==> src/rtl/nios2_oci_dct_capture_if.sv <==
// Capture-tap bus: trace packer inputs, end-of-test handshake, read port and status.
// The rd_timestamp signal exists only when NIOS2_OCI_DCT_TIMESTAMP_EN is defined.
interface nios2_oci_dct_capture_if #(
    parameter int DCT_WIDTH   = 30,
    parameter int COUNT_WIDTH = 4,
    parameter int DEPTH_LOG2  = 4,
    parameter int DROP_WIDTH  = 8
);
    logic [DCT_WIDTH-1:0]   dct_buffer;
    logic [COUNT_WIDTH-1:0] dct_count;
    logic                   test_ending;
    logic                   test_has_ended;
    logic                   rd_en;
    logic                   rd_valid;
    logic [DCT_WIDTH-1:0]   rd_data;
    logic [COUNT_WIDTH-1:0] rd_count;
    logic [DEPTH_LOG2:0]    level;
    logic                   empty;
    logic                   full;
    logic                   overflow;
    logic [DROP_WIDTH-1:0]  drop_count;
    logic [1:0]             state;
    logic                   done;
    logic                   no_ending;
`ifdef NIOS2_OCI_DCT_TIMESTAMP_EN
    logic [15:0]            rd_timestamp;
`endif

    modport master (
        output dct_buffer, dct_count, test_ending, test_has_ended, rd_en,
        input  rd_valid, rd_data, rd_count, level, empty, full, overflow,
               drop_count, state, done, no_ending
`ifdef NIOS2_OCI_DCT_TIMESTAMP_EN
        , input rd_timestamp
`endif
    );

    modport slave (
        input  dct_buffer, dct_count, test_ending, test_has_ended, rd_en,
        output rd_valid, rd_data, rd_count, level, empty, full, overflow,
               drop_count, state, done, no_ending
`ifdef NIOS2_OCI_DCT_TIMESTAMP_EN
        , output rd_timestamp
`endif
    );
endinterface

==> src/rtl/nios2_oci_dct_capture.sv <==
// DCT trace capture tap: detects packer flushes, queues {count, word} in a
// small FIFO, runs the test_ending / test_has_ended handshake and exposes a
// read port with status. Optional macro NIOS2_OCI_DCT_TIMESTAMP_EN adds a
// 16-bit cycle stamp to every entry and an rd_timestamp output.
module nios2_oci_dct_capture #(
    parameter int DCT_WIDTH   = 30,
    parameter int COUNT_WIDTH = 4,
    parameter int DEPTH_LOG2  = 4,
    parameter int DROP_WIDTH  = 8
) (
    input  logic clk,
    input  logic reset_n,
    nios2_oci_dct_capture_if.slave bus
);
    localparam int DEPTH = 1 << DEPTH_LOG2;
    localparam int PW    = COUNT_WIDTH + DCT_WIDTH;
`ifdef NIOS2_OCI_DCT_TIMESTAMP_EN
    localparam int EW    = PW + 16;
`else
    localparam int EW    = PW;
`endif

    typedef enum logic [1:0] {RUN = 2'b00, DRAIN = 2'b01, FROZEN = 2'b10, DONE = 2'b11} state_t;

    state_t                 cur, nxt;
    logic [DCT_WIDTH-1:0]   prev_buffer;
    logic [COUNT_WIDTH-1:0] prev_count;
    logic                   prev_ending;

    logic [EW-1:0]          mem [DEPTH];
    logic [DEPTH_LOG2:0]    wr_ptr, rd_ptr;
    logic [DEPTH_LOG2:0]    level;
    logic                   empty, full;
    logic                   push_req, pop, push_ok, drop, set_no_ending;
    logic [PW-1:0]          push_payload;
    logic [EW-1:0]          push_word;
    logic [EW-1:0]          rd_word;
    logic                   overflow, no_ending;
    logic [DROP_WIDTH-1:0]  drop_count;

`ifdef NIOS2_OCI_DCT_TIMESTAMP_EN
    logic [15:0]            ts;

    // Free-running cycle stamp; wraps naturally at 16 bits.
    always_ff @(posedge clk or negedge reset_n) begin
        if (!reset_n) ts <= '0;
        else          ts <= ts + 16'd1;
    end

    // Stamp is the counter value in the push cycle (the DRAIN cycle for partial flushes).
    assign push_word = {ts, push_payload};
    assign bus.rd_timestamp = rd_word[EW-1:PW];
`else
    assign push_word = push_payload;
`endif

    // Next-state and push selection: normal flushes only in RUN, partial flush in DRAIN.
    always_comb begin
        nxt           = cur;
        push_req      = 1'b0;
        push_payload  = {prev_count, prev_buffer};
        set_no_ending = 1'b0;
        case (cur)
            RUN: begin
                if (prev_count != '0 && bus.dct_count == '0) push_req = 1'b1;
                // Abrupt end wins over a same-cycle test_ending edge.
                if (bus.test_has_ended) begin
                    nxt           = DONE;
                    set_no_ending = 1'b1;
                end else if (bus.test_ending && !prev_ending) begin
                    nxt = DRAIN;
                end
            end
            DRAIN: begin
                if (bus.dct_count != '0) begin
                    push_req     = 1'b1;
                    push_payload = {bus.dct_count, bus.dct_buffer};
                end
                nxt = FROZEN;
            end
            FROZEN: if (bus.test_has_ended) nxt = DONE;
            default: nxt = DONE;
        endcase
    end

    assign level   = wr_ptr - rd_ptr;
    assign empty   = (level == '0);
    assign full    = (level == (DEPTH_LOG2+1)'(DEPTH));
    assign pop     = bus.rd_en && !empty;
    // A pop in the same cycle frees the slot a full push needs.
    assign push_ok = push_req && (!full || pop);
    assign drop    = push_req && full && !pop;

    // Previous-cycle samples of the packer outputs and test_ending, in every state.
    always_ff @(posedge clk or negedge reset_n) begin
        if (!reset_n) begin
            prev_buffer <= '0;
            prev_count  <= '0;
            prev_ending <= 1'b0;
        end else begin
            prev_buffer <= bus.dct_buffer;
            prev_count  <= bus.dct_count;
            prev_ending <= bus.test_ending;
        end
    end

    // State register.
    always_ff @(posedge clk or negedge reset_n) begin
        if (!reset_n) cur <= RUN;
        else          cur <= nxt;
    end

    // FIFO storage and pointers; contents cleared on reset.
    always_ff @(posedge clk or negedge reset_n) begin
        if (!reset_n) begin
            for (int i = 0; i < DEPTH; i++) mem[i] <= '0;
            wr_ptr <= '0;
            rd_ptr <= '0;
        end else begin
            if (push_ok) begin
                mem[wr_ptr[DEPTH_LOG2-1:0]] <= push_word;
                wr_ptr <= wr_ptr + 1'b1;
            end
            if (pop) rd_ptr <= rd_ptr + 1'b1;
        end
    end

    // Read port: one-cycle pulse, data holds between pops.
    always_ff @(posedge clk or negedge reset_n) begin
        if (!reset_n) begin
            bus.rd_valid <= 1'b0;
            rd_word      <= '0;
        end else begin
            bus.rd_valid <= pop;
            if (pop) rd_word <= mem[rd_ptr[DEPTH_LOG2-1:0]];
        end
    end

    // Sticky overflow, saturating drop counter and no_ending flag.
    always_ff @(posedge clk or negedge reset_n) begin
        if (!reset_n) begin
            overflow   <= 1'b0;
            drop_count <= '0;
            no_ending  <= 1'b0;
        end else begin
            if (drop) begin
                overflow <= 1'b1;
                if (drop_count != '1) drop_count <= drop_count + 1'b1;
            end
            if (set_no_ending) no_ending <= 1'b1;
        end
    end

    assign bus.rd_data    = rd_word[DCT_WIDTH-1:0];
    assign bus.rd_count   = rd_word[PW-1:DCT_WIDTH];
    assign bus.level      = level;
    assign bus.empty      = empty;
    assign bus.full       = full;
    assign bus.overflow   = overflow;
    assign bus.drop_count = drop_count;
    assign bus.state      = cur;
    assign bus.done       = (cur == DONE);
    assign bus.no_ending  = no_ending;
endmodule
==> src/flat_wrapper.sv <==
// flat-port wrapper written by rule: the top's interface ports become plain ports
module nios2_oci_dct_capture_flat 
#(
    parameter int DCT_WIDTH   = 30,
    parameter int COUNT_WIDTH = 4,
    parameter int DEPTH_LOG2  = 4,
    parameter int DROP_WIDTH  = 8
)
  (clk, reset_n, bus_dct_buffer, bus_dct_count, bus_test_ending, bus_test_has_ended, bus_rd_en, bus_rd_valid, bus_rd_data, bus_rd_count, bus_level, bus_empty, bus_full, bus_overflow, bus_drop_count, bus_state, bus_done, bus_no_ending);
  nios2_oci_dct_capture_if #(.DCT_WIDTH(DCT_WIDTH), .COUNT_WIDTH(COUNT_WIDTH), .DEPTH_LOG2(DEPTH_LOG2), .DROP_WIDTH(DROP_WIDTH)) bus_i ();
  input  logic clk;
  input  logic reset_n;
  input wire logic [$bits(bus_i.dct_buffer)-1:0] bus_dct_buffer;
  input wire logic [$bits(bus_i.dct_count)-1:0] bus_dct_count;
  input wire logic [$bits(bus_i.test_ending)-1:0] bus_test_ending;
  input wire logic [$bits(bus_i.test_has_ended)-1:0] bus_test_has_ended;
  input wire logic [$bits(bus_i.rd_en)-1:0] bus_rd_en;
  output wire logic [$bits(bus_i.rd_valid)-1:0] bus_rd_valid;
  output wire logic [$bits(bus_i.rd_data)-1:0] bus_rd_data;
  output wire logic [$bits(bus_i.rd_count)-1:0] bus_rd_count;
  output wire logic [$bits(bus_i.level)-1:0] bus_level;
  output wire logic [$bits(bus_i.empty)-1:0] bus_empty;
  output wire logic [$bits(bus_i.full)-1:0] bus_full;
  output wire logic [$bits(bus_i.overflow)-1:0] bus_overflow;
  output wire logic [$bits(bus_i.drop_count)-1:0] bus_drop_count;
  output wire logic [$bits(bus_i.state)-1:0] bus_state;
  output wire logic [$bits(bus_i.done)-1:0] bus_done;
  output wire logic [$bits(bus_i.no_ending)-1:0] bus_no_ending;
  assign bus_i.dct_buffer = bus_dct_buffer;
  assign bus_i.dct_count = bus_dct_count;
  assign bus_i.test_ending = bus_test_ending;
  assign bus_i.test_has_ended = bus_test_has_ended;
  assign bus_i.rd_en = bus_rd_en;
  assign bus_rd_valid = bus_i.rd_valid;
  assign bus_rd_data = bus_i.rd_data;
  assign bus_rd_count = bus_i.rd_count;
  assign bus_level = bus_i.level;
  assign bus_empty = bus_i.empty;
  assign bus_full = bus_i.full;
  assign bus_overflow = bus_i.overflow;
  assign bus_drop_count = bus_i.drop_count;
  assign bus_state = bus_i.state;
  assign bus_done = bus_i.done;
  assign bus_no_ending = bus_i.no_ending;
  nios2_oci_dct_capture #(.DCT_WIDTH(DCT_WIDTH), .COUNT_WIDTH(COUNT_WIDTH), .DEPTH_LOG2(DEPTH_LOG2), .DROP_WIDTH(DROP_WIDTH)) u_core (.clk(clk), .reset_n(reset_n), .bus(bus_i));
endmodule
==> config.mk <==
export PLATFORM = sky130hd
export DESIGN_NAME = nios2_oci_dct_capture_flat
export DESIGN_NICKNAME = d
export VERILOG_FILES = /design/src/rtl/nios2_oci_dct_capture_if.sv /design/src/rtl/nios2_oci_dct_capture.sv /design/src/flat_wrapper.sv
export SDC_FILE = /design/constraint.sdc
export NUM_CORES = 1
export LEC_CHECK = 0
export ABC_AREA = 1
export ABC_CLOCK_PERIOD_IN_PS = 2600
export CORE_MARGIN = 2
export CORE_UTILIZATION = 45
export CTS_CLUSTER_SIZE = 12
export DETAILED_ROUTE_END_ITERATION = 16
export MAX_ROUTING_LAYER = met4
export PLACE_DENSITY_LB_ADDON = 0.2
export SETUP_SLACK_MARGIN = 0.02
export SLEW_MARGIN = 20
export SYNTH_ARGS = -nofsm -noshare
export SYNTH_HDL_FRONTEND = slang
export SYNTH_SLANG_ARGS = --single-unit
==> constraint.sdc <==
create_clock -name clk -period 2.6 [get_ports clk]
set_input_delay 0.52 -clock clk [delete_from_list [all_inputs] [get_ports clk]]
set_output_delay 0.52 -clock clk [all_outputs]
set_load 0.01 [all_outputs]
==> results of run 1 <==
==> layer usage <==
layer	track usage	vias up	part of all wire
met5	-	-	0
met3	0.0735	519	0.11
met4	0.183	0	0.067
li1	-	14100	-
met2	0.513	2015	0.44
met1	0.450	15600	0.38
==> cell type report <==
class,instances,area [µm²],share of cell area
diodes,2,5.00,0.000114
clock buffers,111,2160,0.0495
clock inverters,17,174,0.00398
multi-input cells,2962,15600,0.356
repair buffers,531,8440,0.193
well taps,940,1180,0.0269
inverters,66,256,0.00587
flip-flops and latches,636,15900,0.364
==> cell usage after synthesis (4+ instances only) <==
cell type  instances
buf_1             17
nor2_1           400
ha_1              10
dfrtp_1          636
buf_2            157
xor2_1             7
xnor2_1            4
nand3_1           84
o22ai_1           34
o21ai_0          280
inv_1             57
buf_4             23
o211ai_1          68
clkinv_1           6
nand2_1         1456
nand3_2           17
clkbuf_1         179
nand4_1          554
o21ai_1           33
==> cell families (layout without fill, tap and decap cells) <==
logic type / Yosys count / after routing
and+or+nand+nor: 2519 / 2519
DFF: 636 / 636
buffers and inverters: 445 / 725
AOI/OAI and AO/OA: 421 / 421
adders and majority gates: 11 / 11
xor gates and xnor gates: 11 / 11
other: 0 / 2
==> worst min-delay path by stage <==
| stage | startpoint | to | slack [ns] | cells after the start |
|---|---|---|---|---|
| floorplan | reset_n | u_core.bus.drop_count[0] | 0.22 | 0 |
| detailed placement | u_core.mem[70] | u_core.mem[70] | 0.45 | 2 |
| CTS | bus_dct_buffer[11] | u_core.prev_buffer[11] | 0.35 | 1 |
| global placement | u_core.bus.overflow | u_core.bus.overflow | 0.44 | 1 |
| global route | bus_dct_buffer[15] | u_core.prev_buffer[15] | 0.36 | 1 |
| finish | bus_dct_buffer[11] | u_core.prev_buffer[11] | 0.37 | 1 |
==> flip-flops by register name (all words and copies together), names as in the netlist <==
register and flops:
u_core.mem 544, u_core.rd_word 34, u_core.prev_buffer 30, u_core.bus.drop_count 8, u_core.rd_ptr 5, u_core.wr_ptr 5, u_core.prev_count 4, u_core.bus.state 2
u_core.bus.no_ending 1, u_core.bus.overflow 1, u_core.bus.rd_valid 1, u_core.prev_ending 1
==> metrics by stage <==
stage,util,cells,worst slack [ns],hold slack [ns]
final,0.628,5265,-0.383,0.368
after detailed placement,0.503,4914,-0.259,0.453
after global placement,0.503,4914,-0.248,0.439
after CTS,0.606,5235,-0.300,0.353
after global routing,0.628,5264,-0.451,0.365
after floorplan,-,4043,0.0940,0.224
==> worst max-delay path, stage by stage, from the launching register on <==
cell     delay, ns
dfrtp_4       0.49
ha_4          0.18
fa_2          0.59
nand2_2       0.07
nor2_4        0.17
nand3_4       0.13
nor2_4        0.13
buf_6         0.11
==> timing repair <==
item / 4_1_cts / 5_1_grt
gates resized for setup: 428 / 470
hold endpoints to repair: 21 / 0
hold buffers: 1 / 0
pin swaps: 118 / 110
setup endpoints to repair: 368 / 583
gates cloned: 96 / 26
buffers inserted: 100 / 49
==> power groups by stage <==
stage	Combinational (mW)	Sequential (mW)	Clock (mW)
finish	12.5	10.4	10.3
floorplan	6.28	10.6	0
global placement	10.5	10.5	0
CTS	11.9	10.4	10.4
detailed placement	10.5	10.5	0
global route	13.4	10.4	10.8
==> results by group, run 1 <==
Status
  – Status: complete, but fails checks
  – Violated checks: negative setup slack

Routing
  – 1st-pass router iterations: 6
  – Drt wl/cell: 24.0 µm
  – Drt via density: 6.13
  – Drt first-iter violations: 4037
  – Final ANT Viol Nets: 0
  – Remaining DRCs: 0
  – WL final: 126000 µm
  – Via Count: 32300

Clock tree
  – CTS tree: built
  – Clock root buffer: clkbuf_16
  – H-tree Lvls: 3
  – Clk_lat worst skew: 0.65 ns
  – Max Buffers Root-to-Sink: 3
  – CTS buffer count: 72
  – Clock slew at reported path FFs: 0.06 ns
  – Clock sinks: 636

Power
  – Clock share of power: 0.311
  – Final Total Pwr: 33.2 mW
  – Switching share of power: 0.371
  – Leakage: 21.7 nW
  – Flop pwr share: 0.312
  – Combinational power share: 0.377
  – Peak VDD IR: 0.754 mV
  – Cell Int Power: 20.9 mW
  – Psw: 12.3 mW
  – Cell Pwr Density: 760 mW/mm²

STA
  – Final hold violations: 0
  – Final setup margin: -0.383 ns
  – Number of max-slew violations in the final report: 0
  – Worst slew pin tran: 0.956 ns
  – Final Critical Period: 2.98 ns
  – Relative slew slack: 0.363
  – Unrepaired setup endpoints after global routing: yes
  – Final Cycle Share: 1.15
  – Setup TNS: -91.20 ns
  – Layout Skew: 0.0571 ns
  – Max Fclk: 335 MHz
  – Final Setup Violations: 549

Final layout
  – Area Overhead vs Synth: 38.6%
  – Final #Nets: 4319
  – Commonest non-fill, non-tap cells in the layout: 1053 x nand2_1, 633 x dfrtp_1, 554 x nand4_1
  – Commonest non-fill, non-tap cell in the layout: nand2_1
  – FILL cells: 5683
  – Final instance area: 0.0437 mm²
  – Share of cells above drive strength 1: 0.236

Floorplanning
  – Effective utilization at floorplan: 0.453
  – Number of I/O pins: 94
  – Die H: 269 µm
  – Rows: 97
  – DIE WIDTH: 269 µm
  – Core area: 0.0697 mm²
  – Die ar.: 0.0723 mm²

Synth
  – Largest family of logic cells by synthesized area: simple AND/OR/NAND/NOR gates
  – Syn. warnings: 0
  – Net count after synthesis: 4093
  – Post-Syn Area: 0.0316 mm²
  – Distinct cells, synth: 34
  – Register bit total from synthesis: 636
  – Compound-Gate Fraction of Synth Area: 0.0738
  – Ys async rst share: 1.00
  – Share of Yosys cell area claimed by the top area cell type: 0.504
  – Mean Syn Cell Area: 7.80 µm²
  – Primary FF master, synth: dfrtp_1
  – Post-synthesis simple-gate area fraction: 0.352
  – XOR/XNOR share of the synthesized area: 0.00305
  – Synth area leader: dfrtp_1
  – Sequential area share after synthesis: 0.504
  – EDFF count, synth: 0
  – Mux contribution to synthesized area: 0
  – Synth Area in Adders: 0.00460
  – Top cells by area, synth: dfrtp_1 50%, nand2_1 17%, nand4_1 11%
  – Gate Count Post-Synth: 4043

Place
  – RD Place Congestion: 0.828
  – DP Area: 0.0350 mm²
  – Detailed Place HPWL: 58800 µm
  – Count of buffers from port buffering: 93

Critical path
  – Crit Path Class: flop to primary output
  – Worst setup EP type: primary output
  – CP Launch Type: flop
  – Crit Path Max Fanout: 3
  – Reg2reg start: u_core.rd_ptr[0]
  – Crit path capture: bus_empty
  – CP startpoint: u_core.rd_ptr[0]
  – CP Data Required Time: 2.08 ns
  – Crit path arrival time: 2.46 ns
  – FF-to-FF path depth: 14
  – R2R Setup Slk: -0.30 ns
  – Reg-to-reg critical path endpoint: u_core.mem[241]

Global route
  – First-pass GRT wire length: 187000 µm
  – Overflow after GRT: 0
  – Initial antenna violation count: 1
  – Vias in the first global route: 30800
  – Total GRT Usage: 0.347
  – Maximum number of pins on one net before global-route repair: 161

Job
  – Max Cap Viol: 0

Min path
  – Tightest Hold Check Type: input pin to flop
(Power assumes the default switching activity.)
==> run 2: changes to the inputs <==
Settings changed: SETUP_SLACK_MARGIN 0.02 to 0.5, SLEW_MARGIN 20 to unset.
==> results by group, run 2 (synthesis gave the netlist of run 1 again) <==
STA
  – Layout Skew: 0.0199 ns (-0.0371 ns)
  – Max Fclk: 352 MHz (+5.0%)
  – Final setup margin: -0.242 ns (+0.141 ns)
  – Relative slew slack: 0.250 (-0.113)
  – Setup TNS: -44.80 ns (+46.40 ns)
  – Worst slew pin tran: 1.13 ns (+0.169 ns)
  – Final Critical Period: 2.84 ns (-0.141 ns)
  – Final Setup Violations: 535 (-2.6%)
  – Final hold violations: 0 (unchanged)
  – Final Cycle Share: 1.09 (-0.0543)
  – Unrepaired setup endpoints after global routing: yes
  – Number of max-slew violations in the final report: 0 (unchanged)

Final layout
  – Final instance area: 0.0397 mm² (-9.2%)
  – Final #Nets: 4191 (-3.0%)
  – Max FFs per register: 544 (unchanged)
  – Diode count: 0 (-2)
  – Share of cells above drive strength 1: 0.119 (-0.117)
  – Commonest non-fill, non-tap cells in the layout: 1450 x nand2_1, 633 x dfrtp_1, 554 x nand4_1
  – Largest regs: u_core.mem (544), u_core.rd_word (34), u_core.prev_buffer (30)
  – FILL cells: 6260 (+10%)
  – Area Overhead vs Synth: 25.7%
  – Commonest non-fill, non-tap cell in the layout: nand2_1
  – Biggest register: u_core.mem

Clock tree
  – H-tree Lvls: 3 (unchanged)
  – Clock slew at reported path FFs: 0.06 ns (about the same)
  – Max Buffers Root-to-Sink: 3 (unchanged)
  – Clock sinks: 636 (unchanged)
  – CTS tree: built
  – CTS buffer count: 72 (unchanged)
  – Clk_lat worst skew: 0.62 ns (-0.03 ns)
  – Clock root buffer: clkbuf_16

Critical path
  – Crit path arrival time: 2.32 ns (-0.14 ns)
  – Reg2reg start: u_core.rd_ptr[0]
  – CP max stage cell: fa_2
  – Max incr delay on CP: 0.53 ns (-0.06 ns)
  – Crit Path Class: flop to primary output
  – R2R Setup Slk: -0.20 ns (+0.10 ns)
  – Crit-path cells: ha_4 -> fa_2 -> nand2_2 -> nor2_4 -> nand3_4 -> nor2_4 -> buf_6
  – Cell repeated most along the worst path: nor2_4
  – Worst setup EP type: primary output
  – FF-to-FF path depth: 13 (-1)
  – CP Launch Type: flop
  – CP Data Required Time: 2.08 ns (about the same)
  – Reg-to-reg critical path endpoint: u_core.mem[242]
  – Crit Path Max Fanout: 3 (unchanged)

Global route
  – Maximum number of pins on one net before global-route repair: 207 (+29%)
  – Total GRT Usage: 0.310 (-0.0377)
  – Initial antenna violation count: 0 (-1)
  – Vias in the first global route: 28300 (-8.2%)
  – Overflow after GRT: 0 (unchanged)
  – First-pass GRT wire length: 169000 µm (-9.5%)

Floorplanning
  – Core area: 0.0697 mm² (unchanged)
  – Die H: 269 µm (unchanged)
  – Die ar.: 0.0723 mm² (unchanged)
  – Rows: 97 (unchanged)
  – Number of I/O pins: 94 (unchanged)
  – Effective utilization at floorplan: 0.453 (unchanged)
  – DIE WIDTH: 269 µm (unchanged)

Routing
  – WL final: 113000 µm (-11%)
  – Remaining DRCs: 0 (unchanged)
  – Drt via density: 5.93 (-3.2%)
  – Drt first-iter violations: 3857 (-4.5%)
  – Final ANT Viol Nets: 0 (unchanged)
  – Via Count: 30500 (-5.6%)
  – 1st-pass router iterations: 6 (unchanged)
  – Drt wl/cell: 22.0 µm (-8.4%)

Min path
  – WHS Path Cells: 1 (unchanged)
  – Min-delay src: bus_dct_buffer[13]
  – Tightest Hold Check Type: input pin to flop
  – Hold Path End: u_core.prev_buffer[13]

Power
  – Leakage: 20.3 nW (-6.4%)
  – Cell Pwr Density: 811 mW/mm² (+6.7%)
  – Peak VDD IR: 0.879 mV (+17%)

Status
  – Violated checks: negative setup slack
  – Status: complete, but fails checks

Place
  – DP Area: 0.0348 mm² (-0.58%)
  – Count of buffers from port buffering: 93 (unchanged)
  – RD Place Congestion: 0.811 (-2.1%)
  – Detailed Place HPWL: 59300 µm (+0.87%)

Job
  – Max Cap Viol: 0 (unchanged)
-- run 2: cell count changes in the layout (fill, tap and decap cells not counted), sizes merged --
cell           before  now
clkdlybuf4s15       1    0
clkinv             16   21
bufbuf              2    9
clkinvlp            1    2
inv                63   61
buf               421  287
bufinv              3    2
clkbuf            131  129
diode               2    0
-- run 2: timing repair --
item | CTS | global route
hold buffers | 1 | 0
pin swaps | 11 | 3
setup buffers | 29 | 16
gates resized for setup | 110 | 56
hold endpoints to repair | 33 | 0
endpoints found under the setup margin | 618 | 620
cloned | 33 | 25
-- run 2: layout make-up --
| cell class | count | area (µm²) | share of cell area |
|---|---|---|---|
| tap | 940 | 1180 | 0.0296 |
| multi-input combinational | 2962 | 14100 | 0.354 |
| timing repair buffer | 403 | 5880 | 0.148 |
| clock buffer | 109 | 2210 | 0.0556 |
| clock inverter | 20 | 166 | 0.00419 |
| sequential | 636 | 15900 | 0.401 |
| inverter | 66 | 259 | 0.00653 |
-- run 2: how the worst max path moves through the flow --
stage / start / endpoint / slack, ns / depth (start not counted)
floorplan: u_core.wr_ptr[0] / u_core.bus.drop_count[2] / 0.43 / 10
global placement: u_core.rd_ptr[0] / bus_full / -0.04 / 7
detailed placement: u_core.rd_ptr[0] / bus_full / -0.08 / 7
CTS: u_core.rd_ptr[0] / bus_full / -0.32 / 7
global route: u_core.rd_ptr[0] / bus_empty / -0.31 / 7
finish: u_core.rd_ptr[0] / bus_empty / -0.24 / 7
-- run 2: layer usage --
| metal | global-route usage | part of all wire | vias to the layer above |
|---|---|---|---|
| met3 | 0.0447 | 0.092 | 250 |
| met4 | 0.104 | 0.035 | 0 |
| met1 | 0.432 | 0.42 | 14800 |
| li1 | - | - | 13800 |
| met2 | 0.465 | 0.46 | 1568 |
| met5 | - | 0 | - |
-- run 2: report_power, final --
part	internal (mW)	switching [mW]	leakage [nW]
Sequential	10.2	0.182	8.74
Combinational	4.12	7.37	10.4
Clock	6.06	4.26	1.18
Total	20.4	11.8	20.3
-- run 2: critical path, delay by kind of cell, from the launching register on --
| family | cells | cell delay, ns |
|---|---|---|
| adders and majority gates | 2 | 0.70 |
| DFF | 1 | 0.49 |
| and+or+nand+nor | 4 | 0.41 |
| buffers and inverters | 1 | 0.11 |
-- run 2: per-stage QoR --
| step | std cells | power (mW) | setup slack, ns | hold slack (ns) | utilization |
|---|---|---|---|---|---|
| 4_1_cts | 5095 | 31.9 | -0.320 | 0.353 | 0.557 |
| 3_3_place_gp | 4903 | 21.0 | -0.0388 | 0.448 | 0.500 |
| 2_1_floorplan | 4043 | 17.1 | 0.430 | 0.224 | - |
| 3_5_place_dp | 4903 | 21.0 | -0.0755 | 0.453 | 0.500 |
| 5_1_grt | 5136 | 33.7 | -0.312 | 0.366 | 0.570 |
| 6_report | 5136 | 32.2 | -0.242 | 0.375 | 0.570 |
